**src/rtl/vga_timing_pkg.sv**
```systemverilog
// Shared raster geometry for the VGA timing generator: 640x480@60 defaults,
// counter width and the per-axis total helper.
package vga_timing_pkg;

    localparam int CNT_W   = 11;
    localparam int CNT_MAX = (1 << CNT_W) - 1;

    typedef logic [CNT_W-1:0] cnt_t;

    localparam int DEF_H_VIS  = 640;
    localparam int DEF_H_FP   = 16;
    localparam int DEF_H_SYNC = 96;
    localparam int DEF_H_BP   = 48;
    localparam int DEF_V_VIS  = 480;
    localparam int DEF_V_FP   = 10;
    localparam int DEF_V_SYNC = 2;
    localparam int DEF_V_BP   = 33;

    function automatic int axis_total(input int sync_w, input int bp,
                                      input int vis, input int fp);
        return sync_w + bp + vis + fp;
    endfunction

endpackage

```
**src/rtl/vga_axis_counter.sv**
```systemverilog
// One raster axis: mod-TOTAL counter with enable, terminal count, and sync /
// active-window decode taken from the next count so flags line up with cnt.
module vga_axis_counter
    import vga_timing_pkg::*;
#(
    parameter int   SYNC_W = DEF_H_SYNC,
    parameter int   BP     = DEF_H_BP,
    parameter int   VIS    = DEF_H_VIS,
    parameter int   FP     = DEF_H_FP,
    parameter logic POL    = 1'b0
) (
    input  logic             clk,
    input  logic             rst,
    input  logic             en,
    output logic [CNT_W-1:0] cnt,
    output logic             tc,
    output logic             sync,
    output logic             active_next
);

    localparam int         TOTAL     = axis_total(SYNC_W, BP, VIS, FP);
    localparam logic [CNT_W-1:0] LAST      = CNT_W'(TOTAL - 1);
    localparam logic [CNT_W-1:0] SYNC_END  = CNT_W'(SYNC_W);
    localparam logic [CNT_W-1:0] VIS_START = CNT_W'(SYNC_W + BP);
    localparam logic [CNT_W-1:0] VIS_END   = CNT_W'(SYNC_W + BP + VIS);

    logic [CNT_W-1:0] cnt_next;

    assign tc = (cnt == LAST);

    always_comb begin
        cnt_next = cnt;
        if (en) begin
            cnt_next = tc ? '0 : cnt + CNT_W'(1);
        end
    end

    assign active_next = (cnt_next >= VIS_START) && (cnt_next < VIS_END);

    // Sync is registered from cnt_next, so it changes in the same cycle as cnt.
    always_ff @(posedge clk) begin
        if (rst) begin
            cnt  <= '0;
            sync <= POL;
        end else begin
            cnt  <= cnt_next;
            sync <= (cnt_next < SYNC_END) ? POL : ~POL;
        end
    end

endmodule

```
**src/rtl/vga_timing_gen.sv**
```systemverilog
// Raster timing generator: h/v counters, syncs, video_on and frame_start.
// Optional frame counter output enabled by defining VGA_FRAME_CNT_EN.
module vga_timing_gen
    import vga_timing_pkg::*;
#(
    parameter int   H_VIS  = DEF_H_VIS,
    parameter int   H_FP   = DEF_H_FP,
    parameter int   H_SYNC = DEF_H_SYNC,
    parameter int   H_BP   = DEF_H_BP,
    parameter int   V_VIS  = DEF_V_VIS,
    parameter int   V_FP   = DEF_V_FP,
    parameter int   V_SYNC = DEF_V_SYNC,
    parameter int   V_BP   = DEF_V_BP,
    parameter logic HS_POL = 1'b0,
    parameter logic VS_POL = 1'b0
`ifdef VGA_FRAME_CNT_EN
    ,
    parameter int   FRAME_W = 8
`endif
) (
    input  logic             clk,
    input  logic             rst,
    input  logic             pix_ce,
    output logic [CNT_W-1:0] h_cnt,
    output logic [CNT_W-1:0] v_cnt,
    output logic             hsync,
    output logic             vsync,
    output logic             video_on,
    output logic             frame_start,
    output logic [CNT_W-1:0] H_VISIBLE,
    output logic [CNT_W-1:0] H_BACK_PORCH,
    output logic [CNT_W-1:0] V_VISIBLE,
    output logic [CNT_W-1:0] V_BACK_PORCH
`ifdef VGA_FRAME_CNT_EN
    ,
    output logic [FRAME_W-1:0] frame_cnt
`endif
);

    localparam int H_TOTAL = axis_total(H_SYNC, H_BP, H_VIS, H_FP);
    localparam int V_TOTAL = axis_total(V_SYNC, V_BP, V_VIS, V_FP);

    if (H_TOTAL > CNT_MAX || V_TOTAL > CNT_MAX) begin : g_geom_check
        $error("vga_timing_gen: H_TOTAL/V_TOTAL exceed 11-bit counter range");
    end

    logic h_tc;
    logic v_tc;
    logic h_active_next;
    logic v_active_next;
    logic v_en;
    logic frame_wrap;

    assign v_en       = pix_ce & h_tc;
    assign frame_wrap = v_en & v_tc;

    vga_axis_counter #(
        .SYNC_W (H_SYNC),
        .BP     (H_BP),
        .VIS    (H_VIS),
        .FP     (H_FP),
        .POL    (HS_POL)
    ) u_h_axis (
        .clk         (clk),
        .rst         (rst),
        .en          (pix_ce),
        .cnt         (h_cnt),
        .tc          (h_tc),
        .sync        (hsync),
        .active_next (h_active_next)
    );

    vga_axis_counter #(
        .SYNC_W (V_SYNC),
        .BP     (V_BP),
        .VIS    (V_VIS),
        .FP     (V_FP),
        .POL    (VS_POL)
    ) u_v_axis (
        .clk         (clk),
        .rst         (rst),
        .en          (v_en),
        .cnt         (v_cnt),
        .tc          (v_tc),
        .sync        (vsync),
        .active_next (v_active_next)
    );

    // frame_start is high exactly while the counters first show (0,0).
    always_ff @(posedge clk) begin
        if (rst) begin
            video_on    <= 1'b0;
            frame_start <= 1'b0;
        end else begin
            video_on    <= h_active_next & v_active_next;
            frame_start <= frame_wrap;
        end
    end

`ifdef VGA_FRAME_CNT_EN
    always_ff @(posedge clk) begin
        if (rst) begin
            frame_cnt <= '0;
        end else if (frame_wrap) begin
            frame_cnt <= frame_cnt + FRAME_W'(1);
        end
    end
`else
    // Without the frame counter, frame_start alone marks frame boundaries.
`endif

    assign H_VISIBLE    = CNT_W'(H_VIS);
    assign H_BACK_PORCH = CNT_W'(H_SYNC + H_BP);
    assign V_VISIBLE    = CNT_W'(V_VIS);
    assign V_BACK_PORCH = CNT_W'(V_SYNC + V_BP);

endmodule

```
**config.mk**
```make
export PLATFORM = sky130hd
export DESIGN_NAME = vga_timing_gen
export DESIGN_NICKNAME = d
export VERILOG_FILES = /design/src/rtl/vga_timing_pkg.sv /design/src/rtl/vga_axis_counter.sv /design/src/rtl/vga_timing_gen.sv
export SDC_FILE = /design/constraint.sdc
export NUM_CORES = 1
export LEC_CHECK = 0
export CAP_MARGIN = 0
export CELL_PAD_IN_SITES_DETAIL_PLACEMENT = 1
export CELL_PAD_IN_SITES_GLOBAL_PLACEMENT = 1
export CORE_ASPECT_RATIO = 1.4
export CORE_UTILIZATION = 31
export DETAILED_ROUTE_END_ITERATION = 10
export PLACE_DENSITY = 0.84
export SYNTH_ARGS = -nofsm -noshare
export SYNTH_HDL_FRONTEND = slang
export SYNTH_SLANG_ARGS = --single-unit
```
**constraint.sdc**
```tcl
create_clock -name clk -period 2.9 [get_ports clk]
set_input_delay 0.58 -clock clk [delete_from_list [all_inputs] [get_ports clk]]
set_output_delay 0.58 -clock clk [all_outputs]
set_load 0.01 [all_outputs]
```
# Word-level counts from Yosys, hierarchy flattened
# Cells that the tools add are included.
# op_classes
n_addsub	2
order_cmp	6
n_eq_ne	2
muxes	6
bitwise	3
n_reduce_logical	2
# ops
op	n
$mux W11	4
$add A11 B1 Y11 const B	2
$eq A11 B10 Y1 const B	2
$lt A11 B10 Y1 const B	2
$ge A11 B6 Y1 const B	1
$ge A11 B8 Y1 const B	1
$lt A11 B2 Y1 const B	1
$lt A11 B7 Y1 const B	1
$and A1 B1 Y1	3
$logic_and A1 B1 Y1	2
$mux W1	2
# totals
regBits	26
input_bits	3
out_inout_bits	70
elab_cells	27

# Logic depth before layout (Yosys ltp)
# Gate-level depths: netlist of run 1.
# logic_depth
ltp_word	6
mapped_depth	11
mapped_depth_nobuf	9

# By module
# A second synthesis of run 1 with hierarchy kept.
# hier_totals
hier_cells	240
area_unflattened_um2	1999.4
# by_module_without_submodules
mod	n_inst	cells_each	area_per_inst_um2	seq_area_each_um2
vga_axis_counter (u_v_axis)	1	97	854.6	240.2
vga_axis_counter (u_h_axis)	1	92	740.7	240.2
vga_timing_gen	1	51	404.1	40.0

# Least setup slack after synthesis of run 1
# Ideal clock, no wire load.
# synth_path
path_type	register to register
start	register u_h_axis.cnt[0]
end	register video_on
t_arrival_ns	2.393
t_required_ns	2.812
slack_ns	0.419
stages_incl_launch_ff	10
path_buffers	1
period_less_slack_ns	2.481
cell_sequence	dfxtp_1 ha_1 and3_1 buf_4 nand4_4 or3b_1 a222oi_1 o211ai_1 or3_1 a311oi_2
# synth_via
elab_chain_cells	6
# synth_rtl
item	line_no	source
from (decl)	vga_axis_counter.sv:15	output logic [CNT_W-1:0] cnt,
from (signal assigned)	vga_axis_counter.sv:46	cnt <= cnt_next;
$add A11 B1 Y11 / $eq A11 B10 Y1 (equally long branches)	vga_axis_counter.sv:34, vga_axis_counter.sv:29	
$mux W11 / $and A1 B1 Y1 (equally long branches)	vga_axis_counter.sv:34, vga_timing_gen.sv:54	
$mux W11	vga_axis_counter.sv:33	if (en) begin
$ge A11 B8 Y1, or another cell as far along	vga_axis_counter.sv:38	assign active_next = (cnt_next >= VIS_START) && (cnt_next < VIS_END);
$logic_and A1 B1 Y1	vga_axis_counter.sv:38	
$and A1 B1 Y1 (*)	vga_timing_gen.sv:95	video_on <= h_active_next & v_active_next;
to (signal assigned)	vga_timing_gen.sv:95	
to (decl)	vga_timing_gen.sv:28	output logic video_on,
# Mark *: on every way between the ends. The rest lies on a longest branch, timed or not.
# A chain may end at the register's enable or synchronous reset.

# Worst setup path in the final report of run 1
# layout_path
start	input port pix_ce
end	register video_on
# layout_via
elab_chain_cells	5
# layout_rtl
item	line_no	source
from (decl)	vga_timing_gen.sv:23	input logic pix_ce,
$and A1 B1 Y1	vga_timing_gen.sv:54	assign v_en = pix_ce & h_tc;
$mux W11	vga_axis_counter.sv:33	
$ge A11 B6 Y1 / $lt A11 B10 Y1 (equally long branches)	vga_axis_counter.sv:38	
$logic_and A1 B1 Y1	vga_axis_counter.sv:38	
$and A1 B1 Y1 (*)	vga_timing_gen.sv:95	
# Marks and branches as above.

==> metrics.yaml, run 1 <==
status: "completed"
syn_avg_cell_area_sq_um: 7.96
ys_ff_latch: 26
fin_crit_ns: 2.70
cts.repair.resized: 0
nFillCells: 710
yosysTopAreaCell: "dfxtp_1"
synth_area_leaders: "dfxtp_1 28%, buf_4 18%, nor2_1 4.9%"
cts_sinks: 26
layout.nets: 267
async_flop_share: 0
netlist_area_sq_um: 1830
postRouteAntennaNets: 0
hold_viol_final: 0
firstDrtPassIters: 4
cts.clk_slew.worst_paths_ns: 0.09
diodes: 0
gp_congestion: 0.781
portBuffers: 28
finalSetupViolCount: 0
power_frac_clock: 0.365
synthDistinctLibCells: 39
internal_power_w: 0.000495
drc: 0
r2r-start: "u_h_axis.cnt[0]"
cts_buffers: 3
synthCells: 230
grt_use_total: 0.143
synth_common_cells: "45 x buf_4, 26 x dfxtp_1, 24 x nor2_1"
r2r_slack_ns: 0.34
hp-start: "u_v_axis.cnt[0]"
crit_type: "in -> reg"
min_path_cells: 2
p_sw_frac: 0.245
r2r-end: "video_on"
synth_most_common_cell: "buf_4"
critPathMaxFanout: 4
cts.path.max_buffers: 2
cp.buffers_inverters: 1
max_freq_mhz: 371
path_delay_family: "simple AND/OR/NAND/NOR gates"
grt_overflow: 0
area_delta_synth_final_pct: 14.8
cpPeakStageDelay_ns: 0.43
dpl.hpwl_um: 3290
htreeDepth: 1
cts-root-buf: "clkbuf_8"
hp-class: "reg -> reg"
finalInstanceArea_sq_um: 2100
worst_clock_skew_ns: 0.00672
routedWlPerCell_um: 13.1
maxCapViolations: 0
yosysWarnings: 0
synth_flop_cell: "dfxtp_1"
power_leakage_nw: 0.828
antenna_found_initial: 0
crit_path_cell_trace: "clkdlybuf4s50_1, and3_1, nand4_4, or3b_1, a222oi_1, o211ai_1, or3_1, a311oi_2"
die_h_um: 92.9
fp.dieW_um: 66.9
die_area_sq_um: 6220
layout-drive-gt1-share: 0.0769
ios: 73
drtIter0Drc: 74
viasPerCell: 4.91
synth_top_family_by_area: "simple AND/OR/NAND/NOR gates"
p_sw_w: 0.000161
holdBufCountCts: 0
synth_xor_area_frac: 0.0670
rows: 32
place_ws_ns: -0.0739
endpoint_kind: "flip-flop"
required_ns: 3.10
synth_edf_count: 0
rsz0062_at_grt: "no"
multi_input_area_sq_um: 1060
core_area_sq_um: 5610
tritoncts: "done"
r2r_cells: 8
yosysTopAreaCellShare: 0.284
vdd_drop_max_mv: 0.180
dpl_cell_area_sq_um: 2050
maxSlewViolCount: 0
cp_slowest_cell: "clkdlybuf4s50_1"
synthSimpleGateAreaFrac: 0.273
power_density_nw_per_um2: 312
period_share: 0.930
grt_pass1_wl_um: 7000
setup-tns-final_ns: 0
grt_pass1_vias: 1507
regArea_sq_um: 520
synthAdderAreaFrac: 0.0205
p_seq_frac: 0.554
initial_core_util: 0.327
grt_max_degree: 27
startpoint_type: "input port"
synth_compound_area_frac: 0.116
vias: 1612
synth.area.mux_share: 0.0109
p_comb_frac: 0.080
setup_ws_ns: 0.202
finalWirelength_um: 4300
whs_endpoint: "u_v_axis.cnt[0]"
seq_area_frac_synth: 0.284
clkLatencyLatePin_ns: 0.28
post_cts_buffers: 0
critPathArrivalTime_ns: 2.89
power.total_w: 0.000656
-- routing by layer --
metal	share of wire	global-route usage
met2	0.52	0.267
met5	0	0
met1	0.42	0.167
met4	0.012	0.0390
met3	0.044	0.0148
-- per-stage QoR --
stage | util | instances | hold slack [ns]
global route | 0.375 | 328 | 0.586
CTS | 0.375 | 328 | 0.540
floorplan | - | 272 | 0.528
detailed placement | 0.365 | 324 | 0.525
finish | 0.375 | 328 | 0.545
global placement | 0.365 | 324 | 0.521
-- area by class of cell --
| cell class | instances | share of cell area |
|---|---|---|
| Inverter | 7 | 0.0125 |
| Clock buffer | 4 | 0.0262 |
| Timing Repair Buffer | 38 | 0.169 |
| Sequential cell | 26 | 0.248 |
| Tap cell | 68 | 0.0405 |
| Multi-Input combinational cell | 185 | 0.504 |
-- registers in the layout, indices dropped and copies added (netlist names) --
| register | flops |
|---|---|
| u_h_axis.cnt | 11 |
| u_v_axis.cnt | 11 |
| frame_start | 1 |
| u_h_axis.sync | 1 |
| u_v_axis.sync | 1 |
| video_on | 1 |
-- placed cells by master, fill, tap and decap left out, types with 3 or more instances in the layout --
cell type        Yosys  layout
clkdlybuf4s50_1      0      28
ha_1                 3       3
a21oi_1             10      10
clkbuf_8             0       4
or3_1                4       4
o21ai_0              7       7
nor3_1              10      10
nand2_1             15      15
xnor2_1              8       8
nand4_1              6       6
and4_1               3       3
nor2_1              24      24
dfxtp_1             26      26
nor2b_1              4       4
a31oi_1              3       3
buf_4               45      10
xor2_1               6       6
o211ai_1             3       3
conb_1               2      44
and3_1               5       5
nand3_1              7       7
o31ai_1              3       3
inv_1                7       7
-- worst max path at each step --
| stage | from | endpoint | slack (ns) | cells after the start |
|---|---|---|---|---|
| floorplan | u_h_axis.cnt[0] | video_on | 0.42 | 9 |
| CTS | pix_ce | video_on | 0.20 | 8 |
| global route | pix_ce | video_on | 0.04 | 8 |
| finish | pix_ce | video_on | 0.20 | 8 |
| global placement | pix_ce | video_on | -0.005 | 8 |
| detailed placement | pix_ce | video_on | -0.07 | 8 |
-- power by group through the flow --
stage	clock, W	combinational, W	sequential (W)
after floorplan	0	0.0000803	0.000372
after global placement	0	0.0000510	0.000372
after detailed placement	0	0.0000518	0.000372
after CTS	0.000246	0.0000520	0.000363
after global routing	0.000261	0.0000588	0.000364
final	0.000240	0.0000528	0.000363
-- worst reg2reg max path, delay by kind of cell, from the launching register on --
kind	cells	cell delay, ns
AOI/OAI and AO/OA	3	0.84
adders and majority gates	1	0.22
DFF	1	0.36
and+or+nand+nor	4	1.07
-- logic make-up (layout without fill, tap and decap cells) --
logic type      Yosys count  after routing
xor+xnor                 14             14
compound gates           33             33
fa+ha+maj                 3              3
other cells               2             44
flops                    26             26
buf+inv                  61             49
mux                       2              2
simple gates             89             89
No activity file was read; power rests on OpenSTA's default activity.
==> inputs of run 2 (changes only) <==
--- a/config.mk
+++ b/config.mk
@@ -11,7 +11,7 @@
 export CORE_ASPECT_RATIO = 1.4
 export CORE_UTILIZATION = 31
 export DETAILED_ROUTE_END_ITERATION = 10
-export PLACE_DENSITY = 0.84
+export PLACE_DENSITY_LB_ADDON = 0.2
 export SYNTH_ARGS = -nofsm -noshare
 export SYNTH_HDL_FRONTEND = slang
 export SYNTH_SLANG_ARGS = --single-unit
==> run 2 against run 1 <==
Net effect: maximum frequency up 0.40%; first-iteration DRC count fell by 26%; clock power is 12% lower; worst setup slack better by 0.011 ns; clock skew fell by 0.0020 ns; final cell count increased by 0.91%; die area unchanged; wire length rose by 7.9%; sequential share of layout area is 0.19 points lower; via count down 1.4%.
==> metrics.yaml, run 2 (synthesis results as in run 1) <==
post-route-util: 0.378  # was 0.375
grt_use_total: 0.157  # was 0.143
grt_pass1_wl_um: 7500  # was 7000 um
grt_max_degree: 26  # was 27
ios: 73  # unchanged
cts_sinks: 26  # unchanged
initial_core_util: 0.327  # unchanged
hold_viol_final: 0  # unchanged
startpoint_type: "input port"  # unchanged
dpl_cell_area_sq_um: 2080  # was 2050 sq um
viasPerCell: 4.80  # was 4.91
tritoncts: "done"  # unchanged
grt_pass1_vias: 1571  # was 1,507
cts-root-buf: "clkbuf_8"  # unchanged
period_share: 0.927  # was 0.930
cts_buffers: 3  # unchanged
layout.nets: 271  # was 267
antenna_found_initial: 0  # unchanged
post_cts_buffers: 0  # unchanged
layout-drive-gt1-share: 0.0875  # was 0.0769
critPathMaxFanout: 4  # unchanged
rsz0062_at_grt: "no"  # unchanged
postRouteAntennaNets: 0  # unchanged
cts.repair.resized: 0  # unchanged
critPathArrivalTime_ns: 2.88  # was 2.89 ns
power_density_nw_per_um2: 297  # was 312 nW/um^2
vdd_drop_max_mv: 0.138  # was 0.180 mV
mostFrequentLayoutCells: "44 x conb_1, 28 x clkdlybuf4s50_1, 26 x dfxtp_1, 24 x nor2_1, 15 x nand2_1"  # unchanged
finalSetupViolCount: 0  # unchanged
worst_clock_skew_ns: 0.00469  # was 0.00672 ns
portBuffers: 28  # unchanged
r2r_slack_ns: 0.34  # about the same
area_delta_synth_final_pct: 15.7  # was 14.8%
maxCapViolations: 0  # unchanged
firstDrtPassIters: 4  # unchanged
grt_overflow: 0  # unchanged
finalInstanceArea_sq_um: 2120  # was 2100 sq um
setup_ws_ns: 0.213  # was 0.202 ns
die_area_sq_um: 6220  # unchanged
status: "completed"  # unchanged
drtIter0Drc: 55  # was 74
fin_crit_ns: 2.69  # was 2.70 ns
gp_congestion: 0.767  # was 0.781
setup-tns-final_ns: 0  # unchanged
clkLatencyLatePin_ns: 0.28  # about the same
core_area_sq_um: 5610  # unchanged
drc: 0  # unchanged
dpl.hpwl_um: 3510  # was 3290 um
cts.path.max_buffers: 2  # unchanged
vias: 1589  # was 1,612
finalWirelength_um: 4650  # was 4300 um
routedWlPerCell_um: 14.0  # was 13.1 um
required_ns: 3.09  # was 3.10 ns
final_common_cell: "conb_1"  # unchanged
holdBufCountCts: 0  # unchanged
place_ws_ns: -0.0816  # was -0.0739 ns
power_leakage_nw: 0.842  # was 0.828 nW
htreeDepth: 1  # unchanged
max_freq_mhz: 372  # was 371 MHz
rows: 32  # unchanged
hp-class: "reg -> reg"  # unchanged
maxSlewViolCount: 0  # unchanged
diodes: 0  # unchanged
fp.dieW_um: 66.9  # unchanged
die_h_um: 92.9  # unchanged
crit_type: "in -> reg"  # unchanged
endpoint_kind: "flip-flop"  # unchanged
cts.clk_slew.worst_paths_ns: 0.09  # about the same
top_regs: "u_h_axis.cnt x11, u_v_axis.cnt x11"  # unchanged
-- run 2: per-layer routing --
layer | global-route usage | vias to the layer above | wire length [um]
li1 | - | 776 | -
met1 | 0.180 | 757 | 1900
met2 | 0.286 | 49 | 2480
met3 | 0.0197 | 7 | 181
met4 | 0.0567 | 0 | 84
met5 | 0 | - | 0
-- run 2: power breakdown --
group          internal (W)  switching, W
logic             0.0000138     0.0000392
clock network     0.0000935      0.000119
registers          0.000360    0.00000359
-- run 2: final timing paths --
check | startpoint | to | cells past startpoint
min | u_v_axis.cnt[0] | u_v_axis.cnt[0] | 2
min reg2reg | u_v_axis.cnt[0] | u_v_axis.cnt[0] | 2
max reg2reg | u_h_axis.cnt[0] | video_on | 8
max | pix_ce | video_on | 8
-- run 2: final cells by class --
cell class / count / area [sq um]
clock buffers: 3 / 41.3
well taps: 68 / 85.1
multi-input cells: 185 / 1060
inverters: 7 / 26.3
fillers: 705 / 3490
flip-flops and latches: 26 / 520
repair buffers: 42 / 385
-- run 2: through the flow --
step                      power [W]  cells  hold WS [ns]
after floorplan            0.000453    272         0.528
after global placement     0.000423    328         0.534
after detailed placement   0.000424    328         0.542
after CTS                  0.000642    331         0.558
after global routing       0.000654    331         0.587
final                      0.000629    331         0.551
-- run 2: worst max-delay path, cell delays in order --
cell and delay, ns:
clkdlybuf4s50_1 0.42, and3_1 0.21, nand4_4 0.10, or3b_1 0.36
a222oi_1 0.39, o211ai_1 0.18, or3_1 0.39, a311oi_2 0.24
==> inputs of run 3 (changes only) <==
--- a/config.mk
+++ b/config.mk
@@ -11,6 +11,7 @@
 export CORE_ASPECT_RATIO = 1.4
 export CORE_UTILIZATION = 31
 export DETAILED_ROUTE_END_ITERATION = 10
+export MAX_ROUTING_LAYER = met4
 export PLACE_DENSITY_LB_ADDON = 0.2
 export SYNTH_ARGS = -nofsm -noshare
 export SYNTH_HDL_FRONTEND = slang
==> run 3 against run 2 <==
Net effect: sequential share of layout area stayed put; sequential cell count stayed put; final cell count stayed put; hold slack hardly changed; die area stayed put.
==> metrics.yaml, run 3 (synthesis results as in run 1) <==
status: "completed"  # unchanged
max_freq_mhz: 373  # was 372 MHz
routedWlPerCell_um: 14.0  # about the same
vdd_drop_max_mv: 0.138  # about the same
cp.buffers_inverters: 1  # unchanged
vias: 1588  # was 1,589
power_leakage_nw: 0.842  # unchanged
cts_sinks: 26  # unchanged
cts.path.max_buffers: 2  # unchanged
path_delay_family: "simple AND/OR/NAND/NOR gates"  # unchanged
grt_overflow: 0  # unchanged
rsz0062_at_grt: "no"  # unchanged
area_delta_synth_final_pct: 15.7  # unchanged
finalSetupViolCount: 0  # unchanged
holdBufCountCts: 0  # unchanged
core_area_sq_um: 5610  # unchanged
grt_max_degree: 26  # unchanged
postRouteAntennaNets: 0  # unchanged
antenna_found_initial: 0  # unchanged
crit_type: "in -> reg"  # unchanged
endpoint_kind: "flip-flop"  # unchanged
fp.dieW_um: 66.9  # unchanged
maxSlewViolCount: 0  # unchanged
finalInstanceArea_sq_um: 2120  # unchanged
die_area_sq_um: 6220  # unchanged
tritoncts: "done"  # unchanged
fin_crit_ns: 2.68  # was 2.69 ns
startpoint_type: "input port"  # unchanged
initial_core_util: 0.327  # unchanged
worst_clock_skew_ns: 0.00467  # was 0.00469 ns
cts.clk_slew.worst_paths_ns: 0.09  # about the same
hold_viol_final: 0  # unchanged
firstDrtPassIters: 4  # unchanged
top_regs: "u_h_axis.cnt x11, u_v_axis.cnt x11"  # unchanged
cpPeakStageDelay_ns: 0.42  # about the same
die_h_um: 92.9  # unchanged
cts.repair.resized: 0  # unchanged
critPathMaxFanout: 4  # unchanged
power_density_nw_per_um2: 297  # about the same
worst_hold_slack_ns: 0.551  # about the same
layout-drive-gt1-share: 0.0875  # unchanged
dpl_cell_area_sq_um: 2080  # unchanged
mostFrequentLayoutCells: "44 x conb_1, 28 x clkdlybuf4s50_1, 26 x dfxtp_1, 24 x nor2_1, 15 x nand2_1"  # unchanged
gp_congestion: 0.777  # was 0.767
cp_slowest_cell: "clkdlybuf4s50_1"  # unchanged
grt_pass1_wl_um: 7510  # was 7500 um
hp-class: "reg -> reg"  # unchanged
grt_use_total: 0.161  # was 0.157
rows: 32  # unchanged
diodes: 0  # unchanged
clkLatencyLatePin_ns: 0.28  # about the same
drc: 0  # unchanged
maxCapViolations: 0  # unchanged
critPathArrivalTime_ns: 2.87  # was 2.88 ns
dpl.hpwl_um: 3510  # unchanged
viasPerCell: 4.80  # about the same
finalWirelength_um: 4630  # was 4650 um
htreeDepth: 1  # unchanged
crit_path_cell_trace: "clkdlybuf4s50_1, and3_1, nand4_4, or3b_1, a222oi_1, o211ai_1, or3_1, a311oi_2"  # unchanged
period_share: 0.923  # was 0.927
ios: 73  # unchanged
cts-root-buf: "clkbuf_8"  # unchanged
required_ns: 3.09  # about the same
cts_buffers: 3  # unchanged
final_common_cell: "conb_1"  # unchanged
post_cts_buffers: 0  # unchanged
portBuffers: 28  # unchanged
layout.nets: 271  # unchanged
drtIter0Drc: 55  # unchanged
grt_pass1_vias: 1571  # unchanged
==> run 3: routing by layer <==
layer  part of all wire  global-route usage  vias to the layer above
met5                  0                   -                        -
met3              0.040              0.0197                        9
li1                   -                   -                      777
met1               0.41               0.180                      754
met4              0.021              0.0567                        0
met2               0.53               0.286                       48
==> run 3: stage by stage <==
stage	setup slack [ns]	setup TNS [ns]	std cells	power [W]	util
floorplan	0.419	0	272	0.000453	-
global placement	0.00207	0	328	0.000423	0.370
detailed placement	-0.0816	-0.0816	328	0.000424	0.370
CTS	0.200	0	331	0.000642	0.378
global route	0.0129	0	331	0.000654	0.378
finish	0.222	0	331	0.000628	0.378
==> run 3: final timing paths <==
kind | start | endpoint | slack [ns] | depth (start not counted)
hold / removal | u_v_axis.cnt[0] | u_v_axis.cnt[0] | 0.55 | 2
setup reg to reg | u_h_axis.cnt[0] | video_on | 0.35 | 8
hold reg to reg | u_v_axis.cnt[0] | u_v_axis.cnt[0] | 0.55 | 2
setup / recovery | pix_ce | video_on | 0.22 | 8
==> run 3: worst min-delay path, cell delays in order, from the launching register on <==
cell	delay, ns
dfxtp_1	0.37
nand2_1	0.08
a21oi_1	0.05
==> run 3: power by group <==
part | total, W | switching [W] | internal, W
registers | 0.000363 | 0.00000359 | 0.000360
logic | 0.0000530 | 0.0000392 | 0.0000138
clock network | 0.000212 | 0.000118 | 0.0000935
total | 0.000628 | 0.000161 | 0.000467
==> run 3: layout make-up <==
class / instances / area [sq um]
Timing Repair Buffer: 42 / 385
Fill cell: 705 / 3490
Multi-Input combinational cell: 185 / 1060
Sequential cell: 26 / 520
Clock buffer: 3 / 41.3
Inverter: 7 / 26.3
Tap cell: 68 / 85.1
